## config.mk

```make
export PLATFORM = sky130hd
export DESIGN_NAME = fpu_exc_status_flat
export DESIGN_NICKNAME = d
export VERILOG_FILES = /design/src/rtl/fpu_exc_status_pkg.sv /design/src/rtl/fpu_exc_status_if.sv /design/src/rtl/fpu_exc_status_sat_cnt.sv /design/src/rtl/fpu_exc_status.sv /design/src/flat_wrapper.sv
export SDC_FILE = /design/constraint.sdc
export NUM_CORES = 1
export LEC_CHECK = 0
export BUFFER_PORTS_ARGS = -buffer_cell sky130_fd_sc_hd__buf_2
export CAP_MARGIN = 5
export CORE_UTILIZATION = 45
export DETAILED_ROUTE_END_ITERATION = 10
export PLACE_DENSITY = 0.75
export SLEW_MARGIN = 40
export SYNTH_ARGS = -nofsm -noshare
export SYNTH_HDL_FRONTEND = slang
export SYNTH_SLANG_ARGS = --single-unit
```

## constraint.sdc

```tcl
create_clock -name clk -period 1.8 [get_ports clk]
set_clock_uncertainty 0.05 [all_clocks]
set_input_delay 0.18 -clock clk [delete_from_list [all_inputs] [get_ports clk]]
set_output_delay 0.18 -clock clk [all_outputs]
set_load 0.01 [all_outputs]
```

## src/rtl/fpu_exc_status_pkg.sv

```systemverilog
// Shared types for the FPU exception-status block: flag indices, CSR op codes,
// trap FSM states and the CSR read-modify helper.
package fpu_exc_pkg;

    localparam int unsigned NFLAG  = 5;
    localparam int unsigned FLG_NV = 4;
    localparam int unsigned FLG_DZ = 3;
    localparam int unsigned FLG_OF = 2;
    localparam int unsigned FLG_UF = 1;
    localparam int unsigned FLG_NX = 0;

    typedef logic [NFLAG-1:0] flags_t;

    typedef enum logic [1:0] {
        CSR_READ  = 2'b00,
        CSR_WRITE = 2'b01,
        CSR_SET   = 2'b10,
        CSR_CLEAR = 2'b11
    } csr_op_e;

    typedef enum logic [1:0] {
        IDLE = 2'b00,
        REQ  = 2'b01,
        GAP  = 2'b10
    } trap_state_e;

    // New register value produced by one CSR access
    function automatic flags_t csr_effect(csr_op_e op, flags_t cur, flags_t wdata);
        case (op)
            CSR_WRITE: return wdata;
            CSR_SET:   return cur | wdata;
            CSR_CLEAR: return cur & ~wdata;
            default:   return cur;
        endcase
    endfunction

endpackage

```

## src/rtl/fpu_exc_status_if.sv

```systemverilog
// Retire-flag, CSR, trap and counter-read signals of fpu_exc_status.
// master = FPU/core side, slave = fpu_exc_status.
interface fpu_exc_status_if
    import fpu_exc_pkg::*;
#(
    parameter int unsigned CNT_W = 16
);
    logic             op_valid;
    logic [NFLAG-1:0] op_flags;
    logic             csr_req;
    logic [1:0]       csr_op;
    logic             csr_sel;
    logic [NFLAG-1:0] csr_wdata;
    logic [NFLAG-1:0] csr_rdata;
    logic             csr_ack;
    logic             trap_req;
    logic [NFLAG-1:0] trap_cause;
    logic             trap_ack;
    logic [2:0]       cnt_sel;
    logic [CNT_W-1:0] cnt_rdata;

    modport master (
        output op_valid, op_flags, csr_req, csr_op, csr_sel, csr_wdata, trap_ack, cnt_sel,
        input  csr_rdata, csr_ack, trap_req, trap_cause, cnt_rdata
    );

    modport slave (
        input  op_valid, op_flags, csr_req, csr_op, csr_sel, csr_wdata, trap_ack, cnt_sel,
        output csr_rdata, csr_ack, trap_req, trap_cause, cnt_rdata
    );

endinterface

```

## src/rtl/fpu_exc_status_sat_cnt.sv

```systemverilog
// Saturating event counter; a clear coincident with an increment leaves 1.
module fpu_exc_sat_cnt #(
    parameter int unsigned CNT_W = 16
) (
    input  logic             clk,
    input  logic             rst_n,
    input  logic             inc,
    input  logic             clr,
    output logic [CNT_W-1:0] count
);

    always_ff @(posedge clk or negedge rst_n) begin
        if (!rst_n) begin
            count <= '0;
        end else if (clr) begin
            count <= inc ? CNT_W'(1) : '0;
        end else if (inc && (count != '1)) begin
            count <= count + CNT_W'(1);
        end
    end

endmodule

```

## src/rtl/fpu_exc_status.sv

```systemverilog
// Sticky FPU exception flags, trap-enable mask, CSR port and trap req/ack handshake.
// Define EXC_COUNT_EN to add one saturating event counter per flag.
module fpu_exc_status
    import fpu_exc_pkg::*;
#(
    parameter int unsigned CNT_W = 16
) (
    input  logic             clk,
    input  logic             rst_n,
    fpu_exc_status_if.slave  bus
);

    flags_t      status_q, status_d;
    flags_t      mask_q, mask_d;
    flags_t      csr_rdata_q, csr_rdata_d;
    logic        csr_ack_q;
    logic        trap_req_q;
    flags_t      trap_cause_q;
    flags_t      pend_q;
    trap_state_e state_q;

    flags_t      new_flags;
    flags_t      trig;
    logic        csr_status;
    logic        csr_mask;
    csr_op_e     op;

    // Register updates; new op flags are ORed in last so they survive CLEAR/WRITE
    always_comb begin
        op          = csr_op_e'(bus.csr_op);
        new_flags   = bus.op_valid ? flags_t'(bus.op_flags) : '0;
        trig        = new_flags & mask_q;
        csr_status  = bus.csr_req && !bus.csr_sel;
        csr_mask    = bus.csr_req &&  bus.csr_sel;
        status_d    = (csr_status ? csr_effect(op, status_q, bus.csr_wdata) : status_q) | new_flags;
        mask_d      = csr_mask ? csr_effect(op, mask_q, bus.csr_wdata) : mask_q;
        csr_rdata_d = csr_rdata_q;
        if (bus.csr_req) begin
            csr_rdata_d = bus.csr_sel ? mask_q : status_q;
        end
    end

    always_ff @(posedge clk or negedge rst_n) begin
        if (!rst_n) begin
            status_q    <= '0;
            mask_q      <= '0;
            csr_rdata_q <= '0;
            csr_ack_q   <= 1'b0;
        end else begin
            status_q    <= status_d;
            mask_q      <= mask_d;
            csr_rdata_q <= csr_rdata_d;
            csr_ack_q   <= bus.csr_req;
        end
    end

    // Trap handshake; GAP forces one low cycle between requests
    always_ff @(posedge clk or negedge rst_n) begin
        if (!rst_n) begin
            state_q      <= IDLE;
            trap_req_q   <= 1'b0;
            trap_cause_q <= '0;
            pend_q       <= '0;
        end else begin
            case (state_q)
                IDLE: begin
                    if (trig != '0) begin
                        state_q      <= REQ;
                        trap_req_q   <= 1'b1;
                        trap_cause_q <= trig;
                    end
                end
                REQ: begin
                    pend_q <= pend_q | trig;
                    if (bus.trap_ack) begin
                        state_q    <= GAP;
                        trap_req_q <= 1'b0;
                    end
                end
                GAP: begin
                    if ((pend_q | trig) != '0) begin
                        state_q      <= REQ;
                        trap_req_q   <= 1'b1;
                        trap_cause_q <= pend_q | trig;
                        pend_q       <= '0;
                    end else begin
                        state_q <= IDLE;
                    end
                end
                default: begin
                    state_q <= IDLE;
                end
            endcase
        end
    end

    assign bus.csr_rdata  = csr_rdata_q;
    assign bus.csr_ack    = csr_ack_q;
    assign bus.trap_req   = trap_req_q;
    assign bus.trap_cause = trap_cause_q;

`ifdef EXC_COUNT_EN
    logic [CNT_W-1:0] cnt [NFLAG];
    logic             cnt_clr_all;

    assign cnt_clr_all = csr_status && (op == CSR_CLEAR);

    for (genvar i = 0; i < int'(NFLAG); i++) begin : g_cnt
        fpu_exc_sat_cnt #(
            .CNT_W (CNT_W)
        ) u_cnt (
            .clk   (clk),
            .rst_n (rst_n),
            .inc   (bus.op_valid & bus.op_flags[i]),
            .clr   (cnt_clr_all & bus.csr_wdata[i]),
            .count (cnt[i])
        );
    end

    assign bus.cnt_rdata = (bus.cnt_sel < 3'(NFLAG)) ? cnt[bus.cnt_sel] : '0;
`else
    logic unused_cnt_sel;

    assign unused_cnt_sel = ^bus.cnt_sel;
    assign bus.cnt_rdata  = {CNT_W{1'b0}};
`endif

endmodule

```

## src/flat_wrapper.sv

```systemverilog
// flat-port wrapper written by rule: the top's interface ports become plain ports
module fpu_exc_status_flat import fpu_exc_pkg::*;
#(
    parameter int unsigned CNT_W = 16
)
  (clk, rst_n, bus_op_valid, bus_op_flags, bus_csr_req, bus_csr_op, bus_csr_sel, bus_csr_wdata, bus_trap_ack, bus_cnt_sel, bus_csr_rdata, bus_csr_ack, bus_trap_req, bus_trap_cause, bus_cnt_rdata);
  fpu_exc_status_if #(.CNT_W(CNT_W)) bus_i ();
  input  logic clk;
  input  logic rst_n;
  input wire logic [$bits(bus_i.op_valid)-1:0] bus_op_valid;
  input wire logic [$bits(bus_i.op_flags)-1:0] bus_op_flags;
  input wire logic [$bits(bus_i.csr_req)-1:0] bus_csr_req;
  input wire logic [$bits(bus_i.csr_op)-1:0] bus_csr_op;
  input wire logic [$bits(bus_i.csr_sel)-1:0] bus_csr_sel;
  input wire logic [$bits(bus_i.csr_wdata)-1:0] bus_csr_wdata;
  input wire logic [$bits(bus_i.trap_ack)-1:0] bus_trap_ack;
  input wire logic [$bits(bus_i.cnt_sel)-1:0] bus_cnt_sel;
  output wire logic [$bits(bus_i.csr_rdata)-1:0] bus_csr_rdata;
  output wire logic [$bits(bus_i.csr_ack)-1:0] bus_csr_ack;
  output wire logic [$bits(bus_i.trap_req)-1:0] bus_trap_req;
  output wire logic [$bits(bus_i.trap_cause)-1:0] bus_trap_cause;
  output wire logic [$bits(bus_i.cnt_rdata)-1:0] bus_cnt_rdata;
  assign bus_i.op_valid = bus_op_valid;
  assign bus_i.op_flags = bus_op_flags;
  assign bus_i.csr_req = bus_csr_req;
  assign bus_i.csr_op = bus_csr_op;
  assign bus_i.csr_sel = bus_csr_sel;
  assign bus_i.csr_wdata = bus_csr_wdata;
  assign bus_i.trap_ack = bus_trap_ack;
  assign bus_i.cnt_sel = bus_cnt_sel;
  assign bus_csr_rdata = bus_i.csr_rdata;
  assign bus_csr_ack = bus_i.csr_ack;
  assign bus_trap_req = bus_i.trap_req;
  assign bus_trap_cause = bus_i.trap_cause;
  assign bus_cnt_rdata = bus_i.cnt_rdata;
  fpu_exc_status #(.CNT_W(CNT_W)) u_core (.clk(clk), .rst_n(rst_n), .bus(bus_i));
endmodule
```

==> impl_metrics.env <==
export IMPL_run_status="finished clean"
export IMPL_ff2ff_setup_slack_ns=0.10
export IMPL_timing_hold_worst_class="primary input to flip-flop"
export IMPL_antenna_found_initial=0
export IMPL_drt_wirelength_per_cell_um=12.97
export IMPL_share_of_the_synthesized_netlist_area_taken_by_xor_and_xnor_gates_pct=0.5668
export IMPL_syn_mean_instance_area_um2=8.830
export IMPL_post_synth_and_or_nand_nor_area_fraction_pct=16.76
export IMPL_p_leak_nw=0.8713
export IMPL_buffer_ports_inserted=29
export IMPL_critical_path_reg2reg_endpoint="u_core.bus.trap_cause[0]"
export IMPL_worst_hold_path_endpoint="u_core.mask_q[3]"
export IMPL_switching_power_uw=750.6
export IMPL_overall_global_routing_usage_pct=20.22
export IMPL_ctsHtreeMaxLevel=2
export IMPL_n_antenna_cell=0
export IMPL_fin_nets=238
export IMPL_clock_tree_from_tritoncts="done"
export IMPL_finalHoldViolCount=0
export IMPL_reg2regPathDepth=4
export IMPL_tritoncts_sink_count=29
export IMPL_max_slew_margin_vs_limit_pct=57.54
export IMPL_route_vias_total=1359
export IMPL_sum_of_negative_setup_slack_ns=0
export IMPL_vias_per_cell=5.207
export IMPL_cp_top_family="compound AO/OA/AOI/OAI gates"
export IMPL_drtPass1Iterations=4
export IMPL_power_per_cell_area_nw_per_um2=1150
export IMPL_hp_start="bus_csr_wdata[3]"
export IMPL_detailed_place_hpwl_um=2405
export IMPL_dieHeight_um=60.60
export IMPL_synthDominantAreaCellType="dfrtp_1"
export IMPL_number_of_instances_in_the_synthesized_netlist=175
export IMPL_report_power_total_mw=2.094
export IMPL_gp_routability_congestion=0.8404
export IMPL_die_area_um2=3672
export IMPL_p_sw_share_pct=35.84
export IMPL_grt_pass1_wl_um=5257
export IMPL_placement_rows=20
export IMPL_regToRegStartpoint="u_core.state_q[0]"
export IMPL_final_max_slew_viol_count=0
export IMPL_overall_overflow_remaining_after_global_route=0
export IMPL_worst_skew_pair_late_latency_ns=0.33
export IMPL_clockBufferDepth=2
export IMPL_worstSetupPathType="flip-flop to flip-flop"
export IMPL_largest_voltage_drop_on_the_vdd_net_uv=453.4
export IMPL_standard_cell_with_the_maximum_stage_delay_on_the_critical_path="a311oi_1"
export IMPL_power_internal_mw=1.344
export IMPL_hold_path_depth=2
export IMPL_power_frac_seq_pct=45.1
export IMPL_flops_latches_synth=29
export IMPL_horizontal_die_dimension_um=60.60
export IMPL_clkSlewWorstSetupHoldPaths_ns=0.09
export IMPL_synth_mux_area_fraction_pct=3.239
export IMPL_synth_lib_cells_used_distinct=29
export IMPL_drt_total_wl_um=3386
export IMPL_power_clock_fraction_pct=19.4
export IMPL_end_kind="flip-flop"
export IMPL_layout_area_overhead_vs_synth_pct=17.81
export IMPL_critPathRequiredTime_ns=1.98
export IMPL_cts_made_buffers=5
export IMPL_critical_path_startpoint_type="flip-flop"
export IMPL_post_route_period_util_pct=94.42
export IMPL_syn_area_um2=1545
export IMPL_drt_drc_violations_left=0
export IMPL_max_cap_violations=0
export IMPL_drt_antenna_violating_nets=0
export IMPL_root_buffer_cell="clkbuf_4"
export IMPL_worst_pin_slew_ns=0.6368
export IMPL_pin_count_of_the_biggest_net_entering_global_routing=30
export IMPL_worst_ep_arrival_time_ns=1.88
export IMPL_mostFrequentLayoutCell="nor2_1"
export IMPL_setup_violations_final=0
export IMPL_share_of_layout_cells_above_drive_strength_1_pct=23.04
export IMPL_yosys_top_cells_area="dfrtp_1 47%, buf_4 7.8%, nor2_1 7.8%, a21oi_1 7.1%, mux2i_1 3.2%"
export IMPL_yosys_area_share_adder_pct=0
export IMPL_drt_first_iter_violations=42
export IMPL_ioPinCount=49
export IMPL_starting_utilization_of_the_core_area_pct=49.01
export IMPL_pwr_share_comb_pct=35.5
export IMPL_main_combinational_cell_family_by_area_after_synthesis="compound AO/OA/AOI/OAI gates"
export IMPL_post_synth_top_area_fraction_pct=46.96
export IMPL_final_cell_mix="32 x nor2_1, 29 x buf_2, 29 x dfrtp_1, 21 x a21oi_1, 16 x conb_1"
export IMPL_layout_min_cycle_time_ns=1.700
export IMPL_synth_warning_count=0
export IMPL_crit_path_cell_trace="buf_4 > a311oi_1 > a21oi_2 > a221oi_1"
export IMPL_core_region_um2=3153
export IMPL_number_of_global_route_vias_before_repair=1160
export IMPL_ys_seq_area_share_pct=46.96
export IMPL_postLayoutCoreUtil_pct=57.74
export IMPL_synth_compound_gate_area_share_pct=20.81
export IMPL_path_max_fanout=5
export IMPL_critical_path_max_stage_delay_ns=0.50
export IMPL_fmax_mhz=588.4
export IMPL_worst_path_buf_inv=1
-- power by group through the flow --
stage                     Clock (mW)  Sequential, mW  Combinational (mW)
after detailed placement           0           0.954               0.698
after global placement             0           0.950               0.689
after floorplan                    0           0.993               0.412
after CTS                      0.412           0.941               0.703
after global routing           0.436           0.963               0.833
final                          0.407           0.944               0.743
-- cell usage after synthesis, drive strengths merged --
| master | count |
|---|---|
| mux2i | 5 |
| a211oi | 6 |
| a31oi | 1 |
| a21oi | 22 |
| inv | 9 |
| dfrtp | 29 |
| o21ai | 9 |
| nand2b | 2 |
| nand4 | 1 |
| a2111oi | 1 |
| buf | 18 |
| nor3 | 1 |
| a31o | 1 |
| o2bb2ai | 4 |
| a311oi | 2 |
| nand2 | 11 |
| nor2b | 2 |
| clkbuf | 2 |
| or3b | 1 |
| a221oi | 4 |
| and3 | 4 |
| nor2 | 32 |
| and2 | 2 |
| xnor2 | 1 |
| conb | 1 |
| nand3 | 3 |
| a222oi | 1 |
-- final cells by class --
class	count	area, um2
Multi-Input combinational cell	132	718.2
Timing Repair Buffer	40	232.7
Inverter	9	33.78
Sequential cell	29	725.7
Tap cell	44	55.05
Fill cell	299	1333
Clock buffer	7	55.05
-- timing repair --
action,in CTS,in global routing
endpoints found under the setup margin,0,6
setup buffers,0,1
resized for setup,0,5
hold endpoints to repair,30,0
hold buffers,2,0
-- metal layers --
layer / global-route usage [%] / wire [um]
met5: 0 / 0
met3: 4.478 / 213
met4: 9.740 / 65
met1: 28.49 / 1617
met2: 29.51 / 1489
-- kinds of logic (layout without fill, tap and decap cells) --
| logic type | Yosys count | in the layout |
|---|---|---|
| AO/OA/AOI/OAI | 51 | 51 |
| buffers and inverters | 29 | 56 |
| AND/OR/NAND/NOR | 59 | 59 |
| XOR/XNOR | 1 | 1 |
| flip-flops | 29 | 29 |
| multiplexers | 5 | 5 |
| other | 1 | 16 |
-- flip-flops by register name, summed over array words and instances (netlist names) --
name and flops:
u_core.status_q 5, u_core.state_q 2, u_core.pend_q 5, u_core.mask_q 5, u_core.bus.csr_rdata 5, u_core.bus.trap_req 1
u_core.bus.csr_ack 1, u_core.bus.trap_cause 5
-- worst max-delay path by stage --
stage | from | end | slack (ns) | depth (start not counted)
2_1_floorplan | u_core.mask_q[3] | u_core.bus.trap_cause[0] | 0.06 | 5
3_3_place_gp | u_core.mask_q[3] | u_core.bus.trap_cause[0] | 0.08 | 5
3_5_place_dp | u_core.mask_q[3] | u_core.bus.trap_cause[0] | 0.04 | 5
4_1_cts | u_core.mask_q[3] | u_core.bus.trap_cause[0] | 0.05 | 5
5_1_grt | u_core.pend_q[0] | u_core.bus.trap_cause[2] | -0.05 | 4
6_report | u_core.state_q[0] | u_core.bus.trap_cause[0] | 0.10 | 4
-- per-stage QoR --
| stage | cells | area, um2 | hold WS, ns | setup WS [ns] |
|---|---|---|---|---|
| 6_report | 261 | 1821 | 0.01440 | 0.1005 |
| 5_1_grt | 261 | 1821 | 0.01650 | -0.05387 |
| 4_1_cts | 260 | 1794 | 0.008010 | 0.04628 |
| 3_5_place_dp | 251 | 1719 | 0.1893 | 0.04125 |
| 3_3_place_gp | 251 | 1719 | 0.1915 | 0.08152 |
| 2_1_floorplan | 190 | 1602 | -0.1656 | 0.05799 |
Power figures use the tool's default switching activity.
